--- src/rtl/pp_col_reduce.sv ---
// Streaming multi-lane column aggregator: reduces a masked, valid/ready column of signed
// elements to one SUM/MIN/MAX/COUNT/NNZ scalar via per-lane accumulators and a serial fold.
module pp_col_reduce #(
    parameter int unsigned WIDTH = 32,
    parameter int unsigned LANES = 4,
    parameter int unsigned ACC_W = WIDTH + 16,
    parameter int unsigned CNT_W = 32
) (
    input  logic                     clk,
    input  logic                     reset_n,
    input  logic                     enable,
    input  logic                     start,
    input  logic [2:0]               cmd,
    input  logic                     in_valid,
    output logic                     in_ready,
    input  logic [LANES*WIDTH-1:0]   in_data,
    input  logic [LANES-1:0]         in_mask,
    input  logic                     in_last,
    output logic                     out_valid,
    input  logic                     out_ready,
    output logic [ACC_W-1:0]         out_result,
    output logic [CNT_W-1:0]         out_count,
    output logic                     out_ovf,
    output logic                     out_err,
    output logic                     busy
);

    typedef enum logic [1:0] {StIdle, StRun, StFold, StDone} state_e;

    localparam int unsigned IDX_W = (LANES > 1) ? $clog2(LANES) : 1;
    localparam logic [2:0] CmdSum   = 3'd0;
    localparam logic [2:0] CmdMin   = 3'd1;
    localparam logic [2:0] CmdMax   = 3'd2;
    localparam logic [2:0] CmdCount = 3'd3;
    localparam logic [2:0] CmdNnz   = 3'd4;

    // Returns {saturated, value}.
    function automatic logic [ACC_W:0] sat_add(input logic signed [ACC_W-1:0] a,
                                               input logic signed [ACC_W-1:0] b);
        logic [ACC_W:0] s;
        s = {a[ACC_W-1], a} + {b[ACC_W-1], b};
        if (s[ACC_W] != s[ACC_W-1]) begin
            return {1'b1, s[ACC_W], {(ACC_W-1){~s[ACC_W]}}};
        end
        return {1'b0, s[ACC_W-1:0]};
    endfunction

    // Shared by lane update and fold; b is already the operand (element, 1, x!=0 or lane acc).
    function automatic logic [ACC_W:0] combine(input logic [2:0] op,
                                               input logic signed [ACC_W-1:0] a,
                                               input logic signed [ACC_W-1:0] b,
                                               input logic first);
        logic [ACC_W:0] s;
        combine = {1'b0, a};
        s = sat_add(a, b);
        case (op)
            CmdSum:           combine = s;
            CmdCount, CmdNnz: combine = {1'b0, s[ACC_W-1:0]};
            CmdMin:           combine = {1'b0, (first || (b < a)) ? b : a};
            CmdMax:           combine = {1'b0, (first || (b > a)) ? b : a};
            default:          ;
        endcase
    endfunction

    state_e                  state_q, state_d;
    logic [2:0]              cmd_q, cmd_d;
    logic                    err_q, err_d;
    logic                    ovf_q, ovf_d;
    logic [CNT_W-1:0]        cnt_q, cnt_d;
    logic signed [ACC_W-1:0] acc_q [LANES];
    logic signed [ACC_W-1:0] acc_d [LANES];
    logic [LANES-1:0]        seen_q, seen_d;
    logic signed [ACC_W-1:0] fold_q, fold_d;
    logic                    fold_seen_q, fold_seen_d;
    logic [IDX_W-1:0]        idx_q, idx_d;

    logic                    accept, start_ok, last_fold;
    logic signed [WIDTH-1:0] x;
    logic signed [ACC_W-1:0] opnd;
    logic [ACC_W:0]          r;
    logic [CNT_W:0]          pop, cnt_ext;

    assign in_ready  = enable && (state_q == StRun);
    assign accept    = in_ready && in_valid;
    assign start_ok  = enable && start && (state_q == StIdle);
    assign last_fold = (idx_q == IDX_W'(LANES - 1));

    always_ff @(posedge clk or negedge reset_n) begin
        if (!reset_n) begin
            state_q     <= StIdle;
            cmd_q       <= '0;
            err_q       <= 1'b0;
            ovf_q       <= 1'b0;
            cnt_q       <= '0;
            seen_q      <= '0;
            fold_q      <= '0;
            fold_seen_q <= 1'b0;
            idx_q       <= '0;
            for (int i = 0; i < LANES; i++) acc_q[i] <= '0;
        end else begin
            state_q     <= state_d;
            cmd_q       <= cmd_d;
            err_q       <= err_d;
            ovf_q       <= ovf_d;
            cnt_q       <= cnt_d;
            seen_q      <= seen_d;
            fold_q      <= fold_d;
            fold_seen_q <= fold_seen_d;
            idx_q       <= idx_d;
            for (int i = 0; i < LANES; i++) acc_q[i] <= acc_d[i];
        end
    end

    always_comb begin
        state_d = state_q;
        if (enable) begin
            case (state_q)
                StIdle:  if (start) state_d = StRun;
                StRun:   if (in_valid && in_last) state_d = StFold;
                StFold:  if (last_fold) state_d = StDone;
                StDone:  if (out_ready) state_d = StIdle;
                default: state_d = StIdle;
            endcase
        end
    end

    always_comb begin
        cmd_d       = cmd_q;
        err_d       = err_q;
        ovf_d       = ovf_q;
        cnt_d       = cnt_q;
        seen_d      = seen_q;
        fold_d      = fold_q;
        fold_seen_d = fold_seen_q;
        idx_d       = idx_q;
        acc_d       = acc_q;
        x           = '0;
        opnd        = '0;
        r           = '0;
        pop         = '0;
        cnt_ext     = '0;
        if (start_ok) begin
            cmd_d       = cmd;
            err_d       = (cmd > CmdNnz);
            ovf_d       = 1'b0;
            cnt_d       = '0;
            seen_d      = '0;
            fold_d      = '0;
            fold_seen_d = 1'b0;
            idx_d       = '0;
            for (int i = 0; i < LANES; i++) acc_d[i] = '0;
        end else if (accept) begin
            for (int i = 0; i < LANES; i++) begin
                if (in_mask[i]) begin
                    x = in_data[i*WIDTH +: WIDTH];
                    case (cmd_q)
                        CmdCount: opnd = {{(ACC_W-1){1'b0}}, 1'b1};
                        CmdNnz:   opnd = {{(ACC_W-1){1'b0}}, (x != '0)};
                        default:  opnd = ACC_W'(x);
                    endcase
                    r        = combine(cmd_q, acc_q[i], opnd, !seen_q[i]);
                    acc_d[i] = r[ACC_W-1:0];
                    ovf_d    = ovf_d | r[ACC_W];
                end
                pop = pop + {{CNT_W{1'b0}}, in_mask[i]};
            end
            seen_d  = seen_q | in_mask;
            cnt_ext = {1'b0, cnt_q} + pop;
            cnt_d   = cnt_ext[CNT_W-1:0];
            ovf_d   = ovf_d | cnt_ext[CNT_W];
        end else if (enable && (state_q == StFold)) begin
            // Lanes that never saw an element must not seed MIN/MAX with their zero.
            if (seen_q[idx_q]) begin
                r           = combine(cmd_q, fold_q, acc_q[idx_q], !fold_seen_q);
                fold_d      = r[ACC_W-1:0];
                fold_seen_d = 1'b1;
                ovf_d       = ovf_q | r[ACC_W];
            end
            idx_d = last_fold ? '0 : idx_q + IDX_W'(1);
        end
    end

    always_comb begin
        out_valid  = (state_q == StDone);
        busy       = (state_q != StIdle);
        out_result = (out_valid && !err_q && fold_seen_q) ? fold_q : '0;
        out_count  = out_valid ? cnt_q : '0;
        out_ovf    = out_valid && ovf_q;
        out_err    = out_valid && err_q;
    end

endmodule

--- config.mk ---
export PLATFORM = sky130hd
export DESIGN_NAME = pp_col_reduce
export DESIGN_NICKNAME = d
export VERILOG_FILES = /design/src/rtl/pp_col_reduce.sv
export SDC_FILE = /design/constraint.sdc
export NUM_CORES = 2
export LEC_CHECK = 0
export ABC_AREA = 1
export CAP_MARGIN = 15
export CELL_PAD_IN_SITES_DETAIL_PLACEMENT = 0
export CELL_PAD_IN_SITES_GLOBAL_PLACEMENT = 1
export CORE_ASPECT_RATIO = 1.25
export CORE_MARGIN = 2
export CORE_UTILIZATION = 25
export CTS_BUF_LIST = sky130_fd_sc_hd__clkbuf_4
export DETAILED_ROUTE_END_ITERATION = 10
export DONT_BUFFER_PORTS = 1
export PLACE_DENSITY = 0.6
export SYNTH_ARGS = -nofsm -noshare
export SYNTH_HDL_FRONTEND = slang
export SYNTH_SLANG_ARGS = --single-unit
--- constraint.sdc ---
create_clock -name clk -period 9.8 [get_ports clk]
set_input_delay 0.98 -clock clk [delete_from_list [all_inputs] [get_ports clk]]
set_output_delay 0.98 -clock clk [all_outputs]
set_load 0.05 [all_outputs]
==> metrics.txt <==
status=finished clean; Initial Util=25.1%; multi-input logic area=0.0314 mm2; Leakage=25.9 nW; input/output buffers=0; Pre-antenna DRT Iters=6; Worst Hold Class=input pin to flip-flop; Clock Path Buffers=3; dominant cell type by area after synthesis=nand2_1; CP Launch Point=cmd_q[0]; num rows=173; CP Launch Type=flip-flop; GRT Resource Usage Total=25.0%; CTS tree=done; synthesized instance count=7821; number of flops mapped to enable cells by yosys=0; clk root buf=clkbuf_4; core area=0.177 mm2; Worst R2R Start=cmd_q[0]; top_reg_cell synth=dfrtp_1; Worst Path Arrival=8.87 ns; Flop pwr share=11.5%; slack of the worst reg-to-reg path=1.91 ns; Die X-Extent=382 um; initial antenna violation count=17; first-pass GRT wire length=339 mm; Finished Layout Cells=10200; Worst-Skew Late Latency=1.16 ns; Synth Register Bits=286; Worst path max stage delay=0.93 ns; Pint=6.81 mW; worst hold start=cmd[2]; Slew @ Worst Pin=1.27 ns; dpl cells=10000; slowest stage cell, crit path=ha_1; Worst setup EP type=flip-flop; clock share of power=7.4%; max_slew headroom=15.0%; Final Max Slew Viols=0; Comb power frac=81.1%; I/O pins=227; register area=0.00716 mm2; total congestion overflow=0; pin count of the biggest net entering global routing=287; PD cells=407 mW/mm2; Via Count=50200; routability cong.=1.01; Post-synth ARST share=100%; clock skew=0.122 ns; critical path type=flip-flop to flip-flop; Avg Inst Size Synth=5.70 um2; maxcap violations=0; post-DR vias/cell=4.91; switching share of power=65.5%; Setup TNS Final=0 ns; drt drc=0; Layout area overhead=8.71%; post-synthesis sequential area ratio=16.1%; clock sink count=286; Synth cell types=59; P_sw=12.9 mW; RSZ-0062 raised after global routing=false; Filler cells=20800; Syn Nets=8469; Fin. Hold Viols=0; WL per Instance=22.8 um; fin nets=8441; DP HPWL=190 mm; vias in the first global route=49800; die area=0.182 mm2; Synth Warn #=0; Max VDD drop=0.000259 V; Synth Cell Area=0.0446 mm2; crit path max fanout=42; chip height=476 um; min Tclk post-route=7.89 ns; DRT iter0 DRCs=3782; clock transition at the registers of the reported paths=0.08 ns; Tcrit/Tclk final=80.5%; Tot Pwr=19.7 mW; share of the synthesized area in the top cell type=20.2%; most used cell, CP=nand2_1; # Post-CTS Setup Buffers=0; Post-DRT Antenna Nets=0; H-tree depth=3; share of layout cells above drive strength 1=5.70%; Final Setup Violations=0; synth top area cells=nand2_1 20%, dfrtp_1 16%, ha_1 14%; Req. time, crit path=10.78 ns; final WL=234 mm; max frequency=127 MHz; Inserted Clock Buffers=100
-- area by class of cell --
| class | instances | share of cell area, % |
|---|---|---|
| multi-input combinational | 6012 | 64.8 |
| sequential | 286 | 14.8 |
| inverter | 1296 | 10.1 |
| tap | 2362 | 6.10 |
| clock buffer | 143 | 2.21 |
| timing repair buffer | 97 | 1.67 |
| clock inverter | 29 | 0.367 |
| antenna | 7 | 0.0361 |
-- flip-flops by register name, summed over array words and instances, names as in the netlist --
signal and cells:
err_q 1, fold_q 48, cnt_q 32, fold_seen_q 1, state_q 2, ovf_q 1
cmd_q 3, acc_q 192, idx_q 2, seen_q 4
-- kinds of logic after synthesis --
logic type               count (synthesis)  share of synthesized area [%]
flip-flops                             286                           16.1
buffers and inverters                 1523                           13.7
AND/OR/NAND/NOR                       4202                           39.6
adder cells (fa/ha/maj)                506                           14.3
AO/OA/AOI/OAI                         1226                           14.7
XOR/XNOR                                78                           1.53
-- worst paths after layout --
| check | endpoint | depth (start not counted) |
|---|---|---|
| worst max-delay path | acc_q[32] | 30 |
| worst min-delay path | cmd_q[2] | 2 |
| worst max register to register | acc_q[32] | 30 |
| worst min register to register | acc_q[105] | 2 |
| max in group asynchronous | cnt_q[29] | 4 |
| min in group asynchronous | acc_q[99] | 2 |
-- critical path, delay by kind of cell (launching register included) --
| kind | cells | cell delay, ns |
|---|---|---|
| AOI/OAI and AO/OA | 3 | 0.58 |
| xor gates and xnor gates | 1 | 0.27 |
| DFF | 1 | 0.40 |
| and+or+nand+nor | 16 | 2.73 |
| buffers and inverters | 8 | 2.34 |
| adders and majority gates | 2 | 1.31 |
-- synthesized netlist by cell type (79+ instances only) --
cell type and count:
o21ai_0 433, o21bai_1 79, dfrtp_1 286, nor3_1 113, nand2_1 2394, inv_1 1251, clkbuf_1 97, nand4_1 142
nor2_1 819, nand3_1 538, ha_1 498, a21oi_1 577
-- placed cells by master, fill, tap and decap left out, drive strengths merged, types with 3 or more instances in the layout --
master and instances:
a21boi 9, a21o 13, clkinv 26, ha 498, nand2 2444, diode 7
a21oi 592, dfrtp 286, o22ai 3, nor3 124, nor2 837, xor2 68
buf 88, and2 14, xnor2 10, nand4 142, nand3 574, a31oi 14
fa 8, o21ai 486, o21a 17, nor4 36, dlygate4sd3 9, o211ai 3
or2 14, nand3b 13, inv 1295, o21bai 79, clkbuf 143
-- power by group through the flow --
| stage | Clock, mW | Combinational, mW | Sequential [mW] |
|---|---|---|---|
| after floorplan | 0 | 11.1 | 1.92 |
| after global placement | 0 | 15.9 | 2.27 |
| after detailed placement | 0 | 15.8 | 2.29 |
| after CTS | 1.53 | 16.0 | 2.27 |
| after global routing | 1.58 | 17.7 | 2.31 |
| final | 1.46 | 16.0 | 2.27 |
-- routing by layer --
layer  part of all wire (%)  global-route usage (%)  up-vias
li1                       -                       -    24700
met1                     44                    31.5    23800
met2                     46                    41.8     1345
met3                    5.2                    3.83      295
met4                    4.8                    11.0       14
met5                  0.041                       0        -
-- what timing repair did --
| item | 4_1_cts | 5_1_grt |
|---|---|---|
| endpoints found under the hold margin | 294 | 55 |
| resized for setup | 0 | 0 |
| hold buffers | 9 | 1 |
-- metrics by stage --
| stage | hold slack, ns | instance area (um2) | setup slack (ns) | utilization, % |
|---|---|---|---|---|
| floorplan | 0.466 | 44600 | 4.63 | - |
| global placement | 0.492 | 47000 | 2.06 | 26.5 |
| detailed placement | 0.493 | 47000 | 2.00 | 26.5 |
| CTS | 0.000821 | 48400 | 1.88 | 27.3 |
| global route | 0.167 | 48500 | 1.46 | 27.3 |
| finish | 0.182 | 48500 | 1.91 | 27.3 |
(Power assumes the default switching activity.)
